### config.mk
export PLATFORM = sky130hd
export DESIGN_NAME = i2s_rx_deserializer_flat
export DESIGN_NICKNAME = d
export VERILOG_FILES = /design/src/rtl/i2s_rx_deserializer_if.sv /design/src/rtl/i2s_rx_deserializer.sv /design/src/flat_wrapper.sv
export SDC_FILE = /design/constraint.sdc
export NUM_CORES = 1
export LEC_CHECK = 0
export ABC_AREA = 1
export BUFFER_PORTS_ARGS = -buffer_cell sky130_fd_sc_hd__buf_2
export CORE_MARGIN = 3
export CORE_UTILIZATION = 45
export CTS_BUF_LIST = sky130_fd_sc_hd__clkbuf_16
export DETAILED_ROUTE_END_ITERATION = 16
export SYNTH_ARGS = -nofsm -noshare
export SYNTH_HDL_FRONTEND = slang
export SYNTH_SLANG_ARGS = --single-unit
### constraint.sdc
create_clock -name mclki -period 3 [get_ports mclki]
set_input_delay 0.6 -clock mclki [delete_from_list [all_inputs] [get_ports mclki]]
set_output_delay 0.6 -clock mclki [all_outputs]
set_load 0.02 [all_outputs]
### src/rtl/i2s_rx_deserializer_if.sv
// Output bundle of the I2S receiver: a stereo pair
// offered on a valid/ready handshake.
interface i2s_rx_deserializer_if #(
  parameter int MAX_WIDTH = 32
) ();
  logic [MAX_WIDTH-1:0] out_left;
  logic [MAX_WIDTH-1:0] out_right;
  logic                 out_valid;
  logic                 out_ready;

  modport master (
    output out_left,
    output out_right,
    output out_valid,
    input  out_ready
  );

  modport slave (
    input  out_left,
    input  out_right,
    input  out_valid,
    output out_ready
  );
endinterface

### src/rtl/i2s_rx_deserializer.sv
// I2S slave receiver: oversamples bclk/lrck/sdin on mclki,
// aligns to the frame and emits MSB-aligned stereo pairs.
module i2s_rx_deserializer #(
  parameter int MAX_WIDTH   = 32,
  parameter int SYNC_STAGES = 2
) (
  input  logic       mclki,
  input  logic       rst,
  input  logic       enable,
  input  logic [5:0] word_width,
  input  logic       bclk,
  input  logic       lrck,
  input  logic       sdin,
  i2s_rx_deserializer_if.master out_if,
  output logic       frame_err,
  output logic       overrun
);

  localparam int IW = $clog2(MAX_WIDTH);
  localparam int CW = IW + 1;

  typedef enum logic [1:0] {
    IDLE,
    SEEK,
    LEFT,
    RIGHT
  } state_t;

  state_t state;

  logic [SYNC_STAGES-1:0] bclk_sr;
  logic [SYNC_STAGES-1:0] lrck_sr;
  logic [SYNC_STAGES-1:0] sdin_sr;
  logic                   bclk_prev;

  logic                 lrck_q;
  logic [CW-1:0]        bit_cnt;
  logic [CW-1:0]        w_q;
  logic [CW-1:0]        w_eff;
  logic [IW-1:0]        idx;
  logic [MAX_WIDTH-1:0] left_sr;
  logic [MAX_WIDTH-1:0] right_sr;
  logic                 pair_done;

  logic rise;
  logic lr_s;
  logic sd_s;
  logic lr_edge;

  assign rise    = bclk_sr[SYNC_STAGES-1] & ~bclk_prev;
  assign lr_s    = lrck_sr[SYNC_STAGES-1];
  assign sd_s    = sdin_sr[SYNC_STAGES-1];
  assign lr_edge = lr_s ^ lrck_q;
  assign idx     = IW'(MAX_WIDTH - 1) - bit_cnt[IW-1:0];

  always_comb begin
    w_eff = CW'(MAX_WIDTH);
    if (word_width != 6'd0 &&
        int'(word_width) <= MAX_WIDTH)
      w_eff = CW'(word_width);
  end

  always_ff @(posedge mclki) begin
    if (rst) begin
      bclk_sr   <= '0;
      lrck_sr   <= '0;
      sdin_sr   <= '0;
      bclk_prev <= 1'b0;
    end else begin
      bclk_sr   <= {bclk_sr[SYNC_STAGES-2:0], bclk};
      lrck_sr   <= {lrck_sr[SYNC_STAGES-2:0], lrck};
      sdin_sr   <= {sdin_sr[SYNC_STAGES-2:0], sdin};
      bclk_prev <= bclk_sr[SYNC_STAGES-1];
    end
  end

  always_ff @(posedge mclki) begin
    frame_err <= 1'b0;
    overrun   <= 1'b0;
    pair_done <= 1'b0;
    if (rst || !enable) begin
      state            <= IDLE;
      lrck_q           <= 1'b0;
      bit_cnt          <= '0;
      w_q              <= '0;
      left_sr          <= '0;
      right_sr         <= '0;
      out_if.out_left  <= '0;
      out_if.out_right <= '0;
      out_if.out_valid <= 1'b0;
    end else begin
      if (rise)
        lrck_q <= lr_s;

      // A completing pair wins over acceptance only
      // when the slot is free or being freed.
      if (pair_done) begin
        if (out_if.out_valid && !out_if.out_ready) begin
          overrun <= 1'b1;
        end else begin
          out_if.out_left  <= left_sr;
          out_if.out_right <= right_sr;
          out_if.out_valid <= 1'b1;
        end
      end else if (out_if.out_valid && out_if.out_ready) begin
        out_if.out_valid <= 1'b0;
      end

      unique case (state)
        IDLE: state <= SEEK;
        SEEK: begin
          if (rise && lr_edge && !lr_s) begin
            state   <= LEFT;
            bit_cnt <= '0;
            w_q     <= w_eff;
            left_sr <= '0;
          end
        end
        LEFT: begin
          if (rise) begin
            if (lr_edge) begin
              bit_cnt <= '0;
              if (bit_cnt != w_q) begin
                frame_err <= 1'b1;
                state     <= SEEK;
              end else begin
                state    <= RIGHT;
                right_sr <= '0;
              end
            end else if (bit_cnt < w_q) begin
              left_sr[idx] <= sd_s;
              bit_cnt      <= bit_cnt + CW'(1);
            end
          end
        end
        RIGHT: begin
          if (rise) begin
            if (lr_edge) begin
              if (bit_cnt != w_q)
                frame_err <= 1'b1;
              state   <= LEFT;
              bit_cnt <= '0;
              w_q     <= w_eff;
              left_sr <= '0;
            end else if (bit_cnt < w_q) begin
              right_sr[idx] <= sd_s;
              bit_cnt       <= bit_cnt + CW'(1);
              if (bit_cnt == w_q - CW'(1))
                pair_done <= 1'b1;
            end
          end
        end
        default: state <= IDLE;
      endcase
    end
  end

endmodule
### src/flat_wrapper.sv
// flat-port wrapper written by rule: the top's interface ports become plain ports
module i2s_rx_deserializer_flat 
#(
  parameter int MAX_WIDTH   = 32,
  parameter int SYNC_STAGES = 2
)
  (mclki, rst, enable, word_width, bclk, lrck, sdin, frame_err, overrun, out_if_out_left, out_if_out_right, out_if_out_valid, out_if_out_ready);
  i2s_rx_deserializer_if #(.MAX_WIDTH(MAX_WIDTH)) out_if_i ();
  input  logic mclki;
  input  logic rst;
  input  logic enable;
  input  logic [5:0] word_width;
  input  logic bclk;
  input  logic lrck;
  input  logic sdin;
  output logic frame_err;
  output logic overrun;
  output wire logic [$bits(out_if_i.out_left)-1:0] out_if_out_left;
  output wire logic [$bits(out_if_i.out_right)-1:0] out_if_out_right;
  output wire logic [$bits(out_if_i.out_valid)-1:0] out_if_out_valid;
  input wire logic [$bits(out_if_i.out_ready)-1:0] out_if_out_ready;
  assign out_if_out_left = out_if_i.out_left;
  assign out_if_out_right = out_if_i.out_right;
  assign out_if_out_valid = out_if_i.out_valid;
  assign out_if_i.out_ready = out_if_out_ready;
  i2s_rx_deserializer #(.MAX_WIDTH(MAX_WIDTH), .SYNC_STAGES(SYNC_STAGES)) u_core (.mclki(mclki), .rst(rst), .enable(enable), .word_width(word_width), .bclk(bclk), .lrck(lrck), .sdin(sdin), .out_if(out_if_i), .frame_err(frame_err), .overrun(overrun));
endmodule
# == Yosys cells after proc, flatten, opt, wreduce, memory -nomap -nowiden ==
# Index checks and enable logic that the tools add are counted.
# totals
regBits,154
wordCells,120
# op_classes
n_bitwise,10
n_mux,41
order_cmp,4
n_addsub,3
n_reduce_logical,28
n_eq_ne,18
# op_table
op,n
$mux 32,12
$pmux 32 s3,1
$bwmux 32,2
$pmux 32 s2,1
$mux 6,8
$pmux 6 s2,2
$ne 2x1->1 const B,8
$reduce_and 7->1,2
$mux 2,6
$ne 2x2->1 const B,4
$not 1->1,8
$pmux 2 s4,1
$reduce_and 4->1,2
$reduce_bool 2->1,4
$mux 1,7
$add 6x1->6 const B,1
$eq 6x6->1,1
$le 6x6->1 const B,1
$logic_and 1x1->1,6
$lt 5x6->1 const B,1
$lt 6x6->1,1
$ne 6x6->1,1
$reduce_bool 6->1,1
$sub 6x1->6 const B,1
other kinds (17),22

# == Depth between registers and ports, before layout ==
# Gate-level depths: netlist of run 1.
# logic_depth
ltp_word,10
mapped_depth,12

# == Worst setup path before layout of run 1 ==
# No wires, ideal clock.
# synth_path
kind,register to register
start,reg u_core.w_q[5]
end,reg u_core.right_sr[10]
required_ns,2.868
slack_ns,1.227
arrival_ns,1.641
synth_period_minus_slack_ns,1.773
setup_time_ns,0.132
path_stages_with_launch,10
path_cell_list,dfxtp_1 inv_1 ha_1 a21oi_1 nand4_2 nand2_1 clkbuf_1 nand3_1 nand2_1 a21oi_1
# synth_between
elab_chain_cells,3
elab_cells_between_ends,5
cone_classes,1 x order compare; 3 x eq/ne; 1 x reduce/logical
# synth_rtl
item,line_no,source
from (decl),i2s_rx_deserializer.sv:38,logic [CW-1:0] w_q;
from (signal assigned),i2s_rx_deserializer.sv:115,w_q <= w_eff;
from (signal assigned),i2s_rx_deserializer.sv:143,w_q <= w_eff;
$lt 6x6->1 or $ne 6x6->1 (tied branches),"i2s_rx_deserializer.sv:145, i2s_rx_deserializer.sv:123",
$ne 2x1->1 (no source line) or $ne 2x2->1 (tied branches),-,
$reduce_and 7->1 (no source line) *,-,
"to (signal, indexed assignment)",i2s_rx_deserializer.sv:146,right_sr[idx] <= sd_s;
to (decl),i2s_rx_deserializer.sv:42,logic [MAX_WIDTH-1:0] right_sr;
# Every way passes the cells marked *; elsewhere a longest branch is shown, timed or not.
# A chain may end at the register's enable or synchronous reset.

# == Worst setup path after layout of run 1 ==
# layout_path
start,reg u_core.bit_cnt[2]
end,reg u_core.left_sr[21]
# layout_between
elab_chain_cells,10
elab_cells_between_ends,14
cone_classes,1 x add/sub; 3 x order compare; 1 x eq/ne; 7 x mux; 2 x reduce/logical
# layout_rtl
item,line_no,source
from (decl),i2s_rx_deserializer.sv:37,logic [CW-1:0] bit_cnt;
from (signal assigned),i2s_rx_deserializer.sv:132,bit_cnt <= bit_cnt + CW'(1);
from (signal assigned),i2s_rx_deserializer.sv:147,bit_cnt <= bit_cnt + CW'(1);
$sub 5x5->5,i2s_rx_deserializer.sv:54,assign idx = IW'(MAX_WIDTH - 1) - bit_cnt[IW-1:0];
$lt 5x6->1 (implied by the code) or $ge 5x1->1 (tied branches),i2s_rx_deserializer.sv:131,left_sr[idx] <= sd_s;
$logic_and 1x1->1 (implied by the code),i2s_rx_deserializer.sv:131,
$mux 1 (implied by the code),i2s_rx_deserializer.sv:131,
$demux 1 s5,-,
$bwmux 32,i2s_rx_deserializer.sv:131,
$mux 32,i2s_rx_deserializer.sv:130,end else if (bit_cnt < w_q) begin
$mux 32,i2s_rx_deserializer.sv:121,if (lr_edge) begin
$mux 32,i2s_rx_deserializer.sv:120,if (rise) begin
$pmux 32 s3,i2s_rx_deserializer.sv:109,unique case (state)
"to (signal, indexed assignment)",i2s_rx_deserializer.sv:131,
to (decl),i2s_rx_deserializer.sv:41,logic [MAX_WIDTH-1:0] left_sr;
# Parallel ways exist; a longest one is shown, timed or not. The select of a mux whose other input is x is not followed.

==> flow_summary.ini, run 1 <==
[global_routing]
grt_antenna_before_repair = 0
gr-usage-all-layers = 0.2175
vias_in_the_first_global_route = 5933
wire_length_of_the_first_global_routing_pass_mm = 29.67
pin_count_of_the_biggest_net_entering_global_routing = 78
globalRoute.totalOverflow = 0

[flow_run]
cap_viol_max_count = 0

[cts]
cts_inserted_buffers = 17
ctsHtreeMaxLevel = 4
postCtsSetupBuffers = 0
postCtsResizedCells = 0
postCtsHoldBufs = 0
cts_tree = yes
clk_pin_slew_ps = 60
cts_root_buffer = sky130_fd_sc_hd__clkbuf_16
sink_count_of_the_clock_tree = 154
clk_path_buf_depth = 2
worst_skew_pair.late_latency_ps = 420

[worst_setup_path]
timing.critical_path.arrival_ps = 2480
timing.setup.critical_path_class = register to register
critical_path_peak_fanout = 46
end_kind = register
critPathRequiredTime_ps = 3310
setup.worst_path.start_class = register

[die]
floorplan.io_pins = 80
initial_utilization = 0.4702
chipWidth_um = 130.6
die_h_um = 130.6
rows = 44
core_area_sq_um = 14860
design.die.area_sq_um = 17060

[yosys]
post_synth.cell_area_avg_sq_um = 6.941
synthDistinctLibCells = 29
ys_ff_latch = 154
synth.net_count = 1031
syn-instance-count = 1007
syn_area_sq_um = 6989
sequential_fraction_of_the_synthesis_area = 0.4411
yosys_warnings = 0

[sta]
fin_hold_ws_ps = 376.5
finalMaxSlewViolations = 0
timing.slew.headroom = 0.1602
skew_ps = 10.75
final.min_clock_period_ps = 2170
period_share = 0.7232
finalSetupViolCount = 0
setup_tns_ps = 0
report.final.hold_viol_count = 0
achievable-frequency_mhz = 460.9
unrepaired_setup_endpoints_after_global_routing = no
worst-slew-pin-transition_ps = 1258

[power_and_ir_drop]
finalPower_uw = 4416
leakage_uw = 0.003106
p_per_area_nw_per_um2 = 552.3
vdd_ir_drop_max_uv = 405.0

[cells_and_area]
antenna_cells_inserted = 0
final_layout_size_suffix_gt1_frac = 0.1291
final_nets = 1073
layout_common_cells = sky130_fd_sc_hd__nand2_1, sky130_fd_sc_hd__dfxtp_1, sky130_fd_sc_hd__nor2_1
layout.cells.most_common = sky130_fd_sc_hd__nand2_1
area_delta_synth_final_pct = 14.39

[route]
wl_per_cell_um = 14.32
detailedRoute.firstPassIterationCount = 5
route.vias.total = 6512
drt-vias-per-instance = 5.231
wirelength_routed_mm = 17.83
first_iter_violations = 475
post_drt_antenna_nets = 0
drc_errors = 0

[placement]
portBuffers = 79
dp.final_hpwl_mm = 11.01
gp_congestion = 0.7931

[hold_path]
holdCritPathClass = input pin to register

[outcome]
status = finished, final reports clean
[per-layer routing]
metal | track usage | part of all wire
met5 | 0 | 0
met1 | 0.3056 | 0.49
met4 | 0.07804 | 0.017
met2 | 0.3371 | 0.44
met3 | 0.03780 | 0.050
[state kept, by name, summed over array words and instances (netlist names)]
name / flops
u_core.left_sr: 32
u_core.out_if.out_left: 32
u_core.out_if.out_right: 32
u_core.right_sr: 32
u_core.bit_cnt: 6
u_core.w_q: 6
u_core.bclk_sr: 2
u_core.lrck_sr: 2
u_core.sdin_sr: 2
u_core.state: 2
u_core.bclk_prev: 1
u_core.frame_err: 1
u_core.lrck_q: 1
u_core.out_if.out_valid: 1
u_core.overrun: 1
u_core.pair_done: 1
[metrics by stage]
stage          setup WS, ps  instances  instance area [sq um]  utilization
2_1_floorplan          1227       1007                   6989            -
3_3_place_gp          706.7       1214                   7415       0.4988
3_5_place_dp          637.6       1214                   7415       0.4988
4_1_cts               822.3       1245                   7995       0.5379
5_1_grt               576.9       1245                   7995       0.5379
6_report              830.3       1245                   7995       0.5379
[worst max-delay path: stages (launching register included)]
cell and delay, ps:
sky130_fd_sc_hd__dfxtp_1 540, sky130_fd_sc_hd__ha_1 310, sky130_fd_sc_hd__nand2_1 60, sky130_fd_sc_hd__nor2_1 50, sky130_fd_sc_hd__nand2_1 90, sky130_fd_sc_hd__nand4_2 130
sky130_fd_sc_hd__nand2_2 340, sky130_fd_sc_hd__buf_12 290, sky130_fd_sc_hd__nand3_1 110, sky130_fd_sc_hd__nand2_1 90, sky130_fd_sc_hd__a21oi_1 40
[layout make-up]
class	instances	area [sq um]
fill	1490	6869
multi-input combinational	702	3272
sequential	154	3083
timing repair buffer	93	525.5
clock buffer	17	425.4
inverter	81	304.0
tap	184	230.2
clock inverter	14	155.1
[Yosys cell counts, drive strengths merged]
master | count | area share
o21ai | 106 | 0.076
xnor2 | 4 | 0.0050
dfxtp | 154 | 0.44
clkbuf | 34 | 0.018
ha | 11 | 0.020
nand3 | 115 | 0.082
xor2 | 3 | 0.0038
or2 | 1 | 0.00090
nand2 | 200 | 0.11
nor4 | 3 | 0.0027
nor2 | 133 | 0.074
nand4 | 3 | 0.0036
buf | 36 | 0.030
or3 | 1 | 0.00090
inv | 81 | 0.044
o21bai | 1 | 0.0016
nor3 | 6 | 0.0050
a21oi | 115 | 0.082
[power by group]
group | total (uW) | switching (uW) | internal (uW)
Sequential | 2060 | 5.94 | 2050
Clock | 2130 | 844 | 1290
Combinational | 222 | 157 | 65.1
[cells by family after synthesis]
group / Yosys count / synth area share
buf+inv: 151 / 0.09219
compound gates: 222 / 0.1599
fa+ha+maj: 11 / 0.01969
flops: 154 / 0.4411
xor+xnor: 7 / 0.008772
simple gates: 462 / 0.2784
[worst paths after layout]
path              slack, ps               from                  to  cells after the start
setup reg to reg        830  u_core.bit_cnt[2]  u_core.left_sr[21]                     10
setup / recovery        830  u_core.bit_cnt[2]  u_core.left_sr[21]                     10
hold reg to reg         400  u_core.bclk_sr[0]   u_core.bclk_sr[1]                      2
hold / removal          380               sdin   u_core.sdin_sr[0]                      3
Power figures use the tool's default switching activity.
==> run 2, diff against run 1 <==
--- a/config.mk
+++ b/config.mk
@@ -5,7 +5,7 @@
 export SDC_FILE = /design/constraint.sdc
 export NUM_CORES = 1
 export LEC_CHECK = 0
-export ABC_AREA = 1
+export ABC_AREA = 0
 export BUFFER_PORTS_ARGS = -buffer_cell sky130_fd_sc_hd__buf_2
 export CORE_MARGIN = 3
 export CORE_UTILIZATION = 45
==> constraint.sdc (replaced) <==
create_clock -name mclki -period 2.1 [get_ports mclki]
set_input_delay 0.42 -clock mclki [delete_from_list [all_inputs] [get_ports mclki]]
set_output_delay 0.42 -clock mclki [all_outputs]
set_load 0.02 [all_outputs]
==> run 2 against run 1 <==
The flow now finishes with violations (setup timing). Utilization is 5.4 points higher. Synthesized cell count is 13% lower. Clock skew is 1.7 ps lower. Total power is 34% higher. Hold slack worse by 180 ps. Area after synthesis is 1.2% lower. Clock power is 33% higher. Via count is 2.7% higher. Clock-buffer cell count stayed put. Global-route usage is 1.2 points higher. First-iteration DRC count is 43% higher.
==> flow_summary.ini, run 2 <==
[outcome]
status = finished, violations left
violated_checks = setup timing

[yosys]
syn_area_sq_um = 6903
synthDistinctLibCells = 51
async_reset_ff_frac = 0
syn-instance-count = 878
dominantRegCellSynth = sky130_fd_sc_hd__dfxtp_1
sequential_fraction_of_the_synthesis_area = 0.4466
synth.top_cells.by_area = sky130_fd_sc_hd__dfxtp_1, sky130_fd_sc_hd__nand2_1, sky130_fd_sc_hd__a21oi_1
synth_commonest_cells = sky130_fd_sc_hd__nand2_1, sky130_fd_sc_hd__dfxtp_1, sky130_fd_sc_hd__a21oi_1
yosys.area.top_type_share = 0.4466
ys_ff_latch = 154
synth_edf_count = 0
synth_top_area_cell = sky130_fd_sc_hd__dfxtp_1
post_synth.cell_area_avg_sq_um = 7.862
yosys_warnings = 0
yosysMostFrequentCell = sky130_fd_sc_hd__nand2_1
synth.net_count = 902

[sta]
setup_tns_ps = -111.4
layout_setup_ws_ps = -38.90
finalSetupViolCount = 8
timing.slew.headroom = 0.6034
unrepaired_setup_endpoints_after_global_routing = yes
report.final.hold_viol_count = 0
achievable-frequency_mhz = 467.5
skew_ps = 9.042
finalMaxSlewViolations = 0
worst-slew-pin-transition_ps = 594.9
period_share = 1.019
final.min_clock_period_ps = 2139

[worst_setup_path]
critPathRequiredTime_ps = 2430
timing.setup.critical_path_class = register to register
timing.critical_path.arrival_ps = 2470
cp.buffers_inverters = 4
worst_path_largest_cell_delay_ps = 320
end_kind = register
setup.worst_path.start_class = register
cpMaxStageDelayCell = sky130_fd_sc_hd__dfxtp_2
crit_family = buffers and inverters
critical_path_peak_fanout = 8
top_cell_by_count_worst_path = sky130_fd_sc_hd__buf_6
timing.critical_path.cells = inv_2 -> ha_4 -> a21oi_4 -> o211ai_4 -> buf_6 -> nor4_4 -> buf_6 -> clkbuf_16 -> nand2_1 -> a311oi_1

[cts]
postCtsHoldBufs = 0
sink_count_of_the_clock_tree = 154
cts_tree = yes
worst_skew_pair.late_latency_ps = 430
cts_root_buffer = sky130_fd_sc_hd__clkbuf_16
clk_path_buf_depth = 2
cts_inserted_buffers = 17
clk_pin_slew_ps = 60
ctsHtreeMaxLevel = 4

[global_routing]
pin_count_of_the_biggest_net_entering_global_routing = 110
gr-usage-all-layers = 0.2291
grt_antenna_before_repair = 0
wire_length_of_the_first_global_routing_pass_mm = 30.60
vias_in_the_first_global_route = 6057
globalRoute.totalOverflow = 0

[placement]
gp_congestion = 0.8775
dp.final_hpwl_mm = 13.37
portBuffers = 79
pre_cts_ws_ps = -29.49

[cells_and_area]
final_layout_size_suffix_gt1_frac = 0.2459
layout.cells.most_common = sky130_fd_sc_hd__nand2_1
layout_common_cells = sky130_fd_sc_hd__nand2_1, sky130_fd_sc_hd__dfxtp_1, sky130_fd_sc_hd__a21oi_1
final_nets = 988
antenna_cells_inserted = 0
area_delta_synth_final_pct = 26.54
final.fill_count = 1337

[die]
die_h_um = 129.9
floorplan.io_pins = 80
core_area_sq_um = 14750
rows = 44
chipWidth_um = 129.9
design.die.area_sq_um = 16860
initial_utilization = 0.4679

[route]
drt-vias-per-instance = 5.767
wl_per_cell_um = 17.53
route.vias.total = 6690
drc_errors = 0
first_iter_violations = 681
wirelength_routed_mm = 20.33
detailedRoute.firstPassIterationCount = 5
post_drt_antenna_nets = 0

[power_and_ir_drop]
vdd_ir_drop_max_uv = 508.7
leakage_uw = 0.003086
p_per_area_nw_per_um2 = 678.8

[flow_run]
cap_viol_max_count = 0

[hold_path]
holdCritPathClass = input pin to register
-- run 2: cell count changes after synthesis, moves of 28 or more --
| cell | delta |
|---|---|
| sky130_fd_sc_hd__nand3_1 | -94 |
| sky130_fd_sc_hd__o21ai_0 | -93 |
| sky130_fd_sc_hd__inv_1 | -40 |
| sky130_fd_sc_hd__a311oi_1 | +32 |
| sky130_fd_sc_hd__nor2_1 | -85 |
| sky130_fd_sc_hd__a21oi_1 | +28 |
-- run 2: timing repair --
| action | in CTS | in global routing |
|---|---|---|
| setup buffers | 1 | 3 |
| gates resized for setup | 5 | 48 |
| gates cloned | 0 | 8 |
| pin swaps | 2 | 17 |
| endpoints found under the setup margin | 18 | 62 |
-- run 2: routing by layer --
metal  vias up  wire length, um  GRT usage
met5         -                0          0
met3        37             1419    0.05649
met1      3149             8807     0.3001
met2       253             9669     0.3737
met4         0              435    0.07335
li1       3251                -          -
-- run 2: final timing paths --
| kind | startpoint | end | slack, ps | depth (start not counted) |
|---|---|---|---|---|
| max reg2reg | u_core.w_q[3] | u_core.left_sr[2] | -40 | 10 |
| min | sdin | u_core.sdin_sr[0] | 190 | 2 |
| min reg2reg | u_core.out_if.out_left[28] | u_core.out_if.out_left[28] | 450 | 2 |
| max | u_core.w_q[3] | u_core.left_sr[2] | -40 | 10 |
-- run 2: stage by stage --
stage | power [uW] | hold slack [ps] | utilization | instances | cell area, sq um
6_report | 5929 | 194.7 | 0.5920 | 1160 | 8735
5_1_grt | 6092 | 213.1 | 0.5920 | 1160 | 8735
4_1_cts | 5943 | 189.7 | 0.5632 | 1149 | 8309
3_5_place_dp | 3150 | 440.3 | 0.5251 | 1117 | 7747
3_3_place_gp | 3146 | 425.4 | 0.5251 | 1117 | 7747
2_1_floorplan | 3097 | 413.8 | - | 878 | 6977
-- run 2: layout make-up --
type | instances | area [sq um] | share of cell area
well taps | 184 | 230.2 | 0.02636
inverters | 35 | 131.4 | 0.01504
multi-input cells | 616 | 3701 | 0.4237
repair buffers | 140 | 1044 | 0.1195
clock inverters | 14 | 110.1 | 0.01261
flip-flops and latches | 154 | 3093 | 0.3541
clock buffers | 17 | 425.4 | 0.04870
-- run 2: power breakdown --
part | internal, uW | total [uW] | switching [uW]
Clock | 1600 | 2830 | 1220
Combinational | 63.1 | 169 | 106
Sequential | 2930 | 2930 | 5.00
-- run 2: worst register-to-register path: stages (launching register included) --
cell                        delay, ps
sky130_fd_sc_hd__dfxtp_2          320
sky130_fd_sc_hd__inv_2             80
sky130_fd_sc_hd__ha_4             210
sky130_fd_sc_hd__a21oi_4          170
sky130_fd_sc_hd__o211ai_4         110
sky130_fd_sc_hd__buf_6            140
sky130_fd_sc_hd__nor4_4           280
sky130_fd_sc_hd__buf_6            210
sky130_fd_sc_hd__clkbuf_16        170
sky130_fd_sc_hd__nand2_1           60
sky130_fd_sc_hd__a311oi_1         280
-- run 2: cells by family after synthesis --
kind of cell,Yosys count,share of synthesized area
AO/OA/AOI/OAI,265,0.2407
buffers and inverters,108,0.06326
adder cells (fa/ha/maj),11,0.01994
XOR/XNOR,6,0.008702
AND/OR/NAND/NOR,330,0.2146
flip-flops,154,0.4466
multiplexers,4,0.006163
